===== config.mk =====
export PLATFORM = sky130hd
export DESIGN_NAME = stack_engine
export DESIGN_NICKNAME = d
export VERILOG_FILES = /design/src/rtl/stack_engine.sv
export SDC_FILE = /design/constraint.sdc
export NUM_CORES = 1
export LEC_CHECK = 0
export BUFFER_PORTS_ARGS = -buffer_cell sky130_fd_sc_hd__buf_2
export CAP_MARGIN = 25
export CORE_ASPECT_RATIO = 2
export CORE_MARGIN = 5
export CORE_UTILIZATION = 45
export CTS_BUF_LIST = sky130_fd_sc_hd__clkbuf_4 sky130_fd_sc_hd__clkbuf_8
export CTS_CLUSTER_DIAMETER = 200
export DETAILED_ROUTE_END_ITERATION = 8
export PLACE_DENSITY = 0.65
export SLEW_MARGIN = 25
export SYNTH_ARGS = -nofsm -noshare
export SYNTH_HDL_FRONTEND = slang
export SYNTH_SLANG_ARGS = --single-unit

===== constraint.sdc =====
create_clock -name clk -period 5.8 [get_ports clk]
set_input_delay 0.58 -clock clk [delete_from_list [all_inputs] [get_ports clk]]
set_output_delay 0.58 -clock clk [all_outputs]
set_load 0.05 [all_outputs]

===== src/rtl/stack_engine.sv =====
// Stack sequencer for the 8080 core: owns SP and turns PUSH/POP/XTHL/LDSP into
// byte-wide memory accesses, with the low byte at the lower address.
module stack_engine #(
  parameter int          READ_LAT = 2,
  parameter logic [15:0] RESET_SP = 16'h0000
) (
  input  logic        clk,
  input  logic        rst_n,
  input  logic        cmd_valid,
  output logic        cmd_ready,
  input  logic [1:0]  cmd_op,
  input  logic [15:0] cmd_data,
  output logic        rsp_valid,
  output logic [15:0] rsp_data,
  output logic [15:0] sp,
  output logic        busy,
  output logic [15:0] mem_raddr,
  input  logic [7:0]  mem_rdata,
  output logic        mem_wen,
  output logic [15:0] mem_waddr,
  output logic [7:0]  mem_wdata
);

  // state   | meaning
  // IDLE    | ready for a command
  // WR_HI   | PUSH high byte write to SP-1
  // WR_LO   | PUSH low byte write to SP-2
  // RD_LO   | read address SP
  // RD_HI   | read address SP+1
  // RD_WAIT | waiting for the high byte to return
  // SW_LO   | XTHL low byte write to SP
  // SW_HI   | XTHL high byte write to SP+1
  // DONE    | one-cycle response
  typedef enum logic [3:0] {
    IDLE, WR_HI, WR_LO, RD_LO, RD_HI, RD_WAIT, SW_LO, SW_HI, DONE
  } state_t;

  localparam logic [1:0] OP_PUSH = 2'b00;
  localparam logic [1:0] OP_POP  = 2'b01;
  localparam logic [1:0] OP_XTHL = 2'b10;
  localparam logic [1:0] OP_LDSP = 2'b11;

  // Loaded at accept; low byte returns at count 1, high byte at terminal count 0.
  localparam logic [2:0] CNT_INIT = 3'(READ_LAT + 1);

  state_t      state;
  state_t      state_nxt;
  logic [1:0]  op_q;
  logic [15:0] data_q;
  logic [2:0]  rd_cnt;
  logic [7:0]  lo_q;
  logic [15:0] word_q;
  logic        accept;

  assign cmd_ready = (state == IDLE);
  assign busy      = ~cmd_ready;
  assign rsp_valid = (state == DONE);
  assign accept    = cmd_valid & cmd_ready;

  always_ff @(posedge clk or negedge rst_n) begin
    if (!rst_n) state <= IDLE;
    else        state <= state_nxt;
  end

  always_comb begin
    state_nxt = state;
    case (state)
      IDLE: begin
        if (accept) begin
          case (cmd_op)
            OP_PUSH: state_nxt = WR_HI;
            OP_POP,
            OP_XTHL: state_nxt = RD_LO;
            default: state_nxt = DONE;
          endcase
        end
      end
      WR_HI:   state_nxt = WR_LO;
      WR_LO:   state_nxt = DONE;
      RD_LO:   state_nxt = RD_HI;
      RD_HI:   state_nxt = RD_WAIT;
      RD_WAIT: begin
        if (rd_cnt == 3'd0) state_nxt = (op_q == OP_XTHL) ? SW_LO : DONE;
      end
      SW_LO:   state_nxt = SW_HI;
      SW_HI:   state_nxt = DONE;
      DONE:    state_nxt = IDLE;
      default: state_nxt = IDLE;
    endcase
  end

  always_ff @(posedge clk or negedge rst_n) begin
    if (!rst_n) begin
      op_q      <= OP_PUSH;
      data_q    <= 16'h0000;
      rd_cnt    <= 3'd0;
      lo_q      <= 8'h00;
      word_q    <= 16'h0000;
      sp        <= RESET_SP;
      rsp_data  <= 16'h0000;
      mem_raddr <= 16'h0000;
      mem_wen   <= 1'b0;
      mem_waddr <= 16'h0000;
      mem_wdata <= 8'h00;
    end else begin
      case (state)
        IDLE: begin
          if (accept) begin
            op_q   <= cmd_op;
            data_q <= cmd_data;
            rd_cnt <= CNT_INIT;
            case (cmd_op)
              OP_PUSH: begin
                mem_wen   <= 1'b1;
                mem_waddr <= sp - 16'd1;
                mem_wdata <= cmd_data[15:8];
              end
              OP_POP,
              OP_XTHL: mem_raddr <= sp;
              default: begin
                sp       <= cmd_data;
                rsp_data <= cmd_data;
              end
            endcase
          end
        end
        WR_HI: begin
          mem_waddr <= sp - 16'd2;
          mem_wdata <= data_q[7:0];
        end
        WR_LO: begin
          mem_wen  <= 1'b0;
          sp       <= sp - 16'd2;
          rsp_data <= sp - 16'd2;
        end
        RD_LO: begin
          mem_raddr <= sp + 16'd1;
          rd_cnt    <= rd_cnt - 3'd1;
        end
        RD_HI: begin
          if (rd_cnt == 3'd1) lo_q <= mem_rdata;
          rd_cnt <= rd_cnt - 3'd1;
        end
        RD_WAIT: begin
          if (rd_cnt == 3'd1) lo_q <= mem_rdata;
          if (rd_cnt != 3'd0) begin
            rd_cnt <= rd_cnt - 3'd1;
          end else if (op_q == OP_XTHL) begin
            word_q    <= {mem_rdata, lo_q};
            mem_wen   <= 1'b1;
            mem_waddr <= sp;
            mem_wdata <= data_q[7:0];
          end else begin
            rsp_data <= {mem_rdata, lo_q};
            sp       <= sp + 16'd2;
          end
        end
        SW_LO: begin
          mem_waddr <= sp + 16'd1;
          mem_wdata <= data_q[15:8];
        end
        SW_HI: begin
          mem_wen  <= 1'b0;
          rsp_data <= word_q;
        end
        default: ;
      endcase
    end
  end

endmodule


==> out/results.ini <==
[grt]
met1_usage_pct=27.8
grt_pass1_vias=6317
gr-total-overflow=0
grt_max_degree=80
grtUsageMet2_pct=40.5
antenna_found_initial=0
grt.busiest_layer=met2
grt_usage_pct=24.3
grt_pass1_wl_mm=35.2
use_met3_pct=4.56

[synthesis]
synth_ff_type=dfrtp_1
synth_area_per_cell_sq_um=9.13
synth_largest_area_cell=dfrtp_1
ys_ff_latch=122
ys_seq_area_share_pct=42.4
muxShareOfSynthArea_pct=6.71
synth_top_area_share_pct=42.4
synth_xor_xnor_area_share_pct=6.21
synth_top_cells_by_area=dfrtp_1, mux2_2, o21ai_0
synth_cells=788
synth_nets=826
synth_top_family_by_area=compound AO/OA/AOI/OAI gates
synthDistinctLibCells=67
async_reset_ff_share_pct=100
synth-adder-area-share_pct=1.56
synth_compound_area_share_pct=19.9
synthesis.yosys.warnings=0
synth-edff-count=0
syn_area_sq_um=7200
synthSimpleGateAreaFrac_pct=18.0

[final_layout]
fillers=1548
fin_cells=1065
layout-drive-gt1-share_pct=24.2
ff_latch_area_sq_um=3050
nNetsFinal=890
fin_util_pct=51.6
design_area_sq_um=8140
multi_input_area_sq_um=3800
area_growth_pct=13.1
diodes=0

[sta]
period_minus_slack_ns=3.31
slew_headroom_pct=34.3
drv_slew=0
rsz0062_at_grt=false
finalClockSkew_ns=0.0117
max_freq_mhz=302
worst_pin_slew_ns=0.985
fin_crit_sh_pct=57.1
hold_violations=0
tns_ns=0
finalSetupViolCount=0

[die]
core_sq_um=15800
die_h_microns=189
die_w_microns=99.4
rows=65
die-area_sq_um=18800
initial_core_util_pct=45.6
ios=105

[cts]
cts-resized-gates=0
tritoncts=built
clk_pin_slew_ns=0.08
clkSinkCount=122
cts_hold_buf=0
clockRootBuffer=clkbuf_8
insertion_delay_ns=0.47
cts_made_buffers=17
htree_levels=4
clock_path_buffers=2
post_cts_buffers=0

[routing]
drc=0
firstDrtPassIters=6
avgRoutedWirePerCell_microns=20.9
routed-via-count=6434
antenna_left=0
drt_iter0_markers=580
via_per_inst=6.04
finalWirelength_mm=22.3

[place]
numPortBuffers=104
gp_congestion=0.958
hpwlAfterDp_mm=16.2
dp.cells=1034
placed_area_sq_um=7770

[power_and_ir_drop]
powerDensity_nw_per_um2=687
leakage_nw=3.39
irDropWorstVdd_uv=228

[setup_path]
crit_arrival_ns=3.70
critPathRequiredTime_ns=6.19
cp-start-kind=flip-flop
crit_fanout=27
end_kind=flip-flop
crit_type=reg -> reg

[min_path]
hp-class=in -> async

[run]
max-cap-violations=0

[status]
status=finished, final reports clean

synth_stat cells (3+ instances only):
| cell | instances |
|---|---|
| buf_2 | 24 |
| o22ai_1 | 5 |
| nand3_1 | 19 |
| o21ai_1 | 3 |
| a211oi_1 | 4 |
| buf_1 | 6 |
| xnor2_1 | 30 |
| nor4_1 | 5 |
| ha_1 | 9 |
| dfrtp_1 | 122 |
| a221oi_1 | 14 |
| or2_2 | 3 |
| o22a_1 | 6 |
| nand3b_1 | 3 |
| a221o_1 | 4 |
| clkbuf_1 | 38 |
| xor2_1 | 21 |
| nand2_1 | 75 |
| inv_1 | 14 |
| nor2_1 | 79 |
| a21o_1 | 4 |
| o21ai_0 | 60 |
| o211ai_1 | 3 |
| a31oi_1 | 11 |
| a222oi_1 | 22 |
| nor2b_1 | 8 |
| a22oi_1 | 3 |
| a21oi_1 | 57 |
| mux2_2 | 42 |
| nor3_1 | 23 |
| or3_1 | 3 |
| nand4_1 | 7 |
| nand2b_1 | 10 |
| and3_1 | 6 |
placed cells by master (no fill, tap or decap), types with 21 or more instances in the layout:
cell and n:
xnor2_1 30, mux2_2 42, o21ai_0 60, a222oi_1 22, nand2_1 75, xor2_1 21
nor2_1 77, dfrtp_1 122, nor3_1 22, a21oi_1 57, buf_2 103
report_power, final:
part           internal, mW  total (mW)  switching [mW]
registers              1.22        1.69           0.476
clock network         0.336       0.717           0.381
logic                 0.981        3.18            2.20
registers in the layout, indices dropped and copies added, names as in the netlist:
signal     flops
data_q        16
mem_raddr     16
mem_waddr     16
rsp_data      16
sp            16
word_q        16
lo_q           8
mem_wdata      8
state          4
rd_cnt         3
op_q           2
mem_wen        1
through the flow:
| step | power (mW) | setup WS (ns) | hold WS [ns] |
|---|---|---|---|
| 2_1_floorplan | 4.08 | 3.23 | 0.284 |
| 3_3_place_gp | 4.84 | 2.63 | 0.458 |
| 3_5_place_dp | 4.88 | 2.58 | 0.466 |
| 4_1_cts | 5.61 | 2.56 | 0.128 |
| 5_1_grt | 5.96 | 2.26 | 0.142 |
| 6_report | 5.59 | 2.49 | 0.107 |
final cells by class:
cell class	instances	share of cell area (%)
Clock buffer	17	2.87
Clock inverter	14	1.57
Inverter	15	0.753
Multi-Input combinational cell	580	46.6
Sequential cell	122	37.5
Tap cell	201	3.09
Timing Repair Buffer	116	7.58
critical path: stages, from the launching register on:
cell	delay [ns]
dfrtp_1	0.74
nand4bb_1	0.93
a21oi_1	0.70
a21o_1	0.55
o21ai_0	0.19
o21ai_0	0.12
final timing paths:
check	startpoint	to	slack, ns	depth (start not counted)
min reg2reg	mem_waddr[7]	mem_waddr[7]	0.48	2
max	state[3]	sp[6]	2.49	5
max reg2reg	state[3]	sp[6]	2.49	5
min	rst_n	mem_wdata[6]	0.11	1
min in group clk	mem_rdata[3]	word_q[11]	0.38	2
max in group asynchronous	rst_n	data_q[6]	4.57	2
metal layers:
metal	routed length, microns	vias up
li1	-	2985
met1	8230	3082
met2	11400	306
met3	1320	61
met4	1380	0
met5	0	-
cells by family after synthesis:
| family | after synthesis |
|---|---|
| AND/OR/NAND/NOR | 260 |
| AO/OA/AOI/OAI | 217 |
| adder cells (fa/ha/maj) | 9 |
| XOR/XNOR | 51 |
| flip-flops | 122 |
| buffers and inverters | 86 |
| multiplexers | 43 |
(Power assumes the default switching activity.)
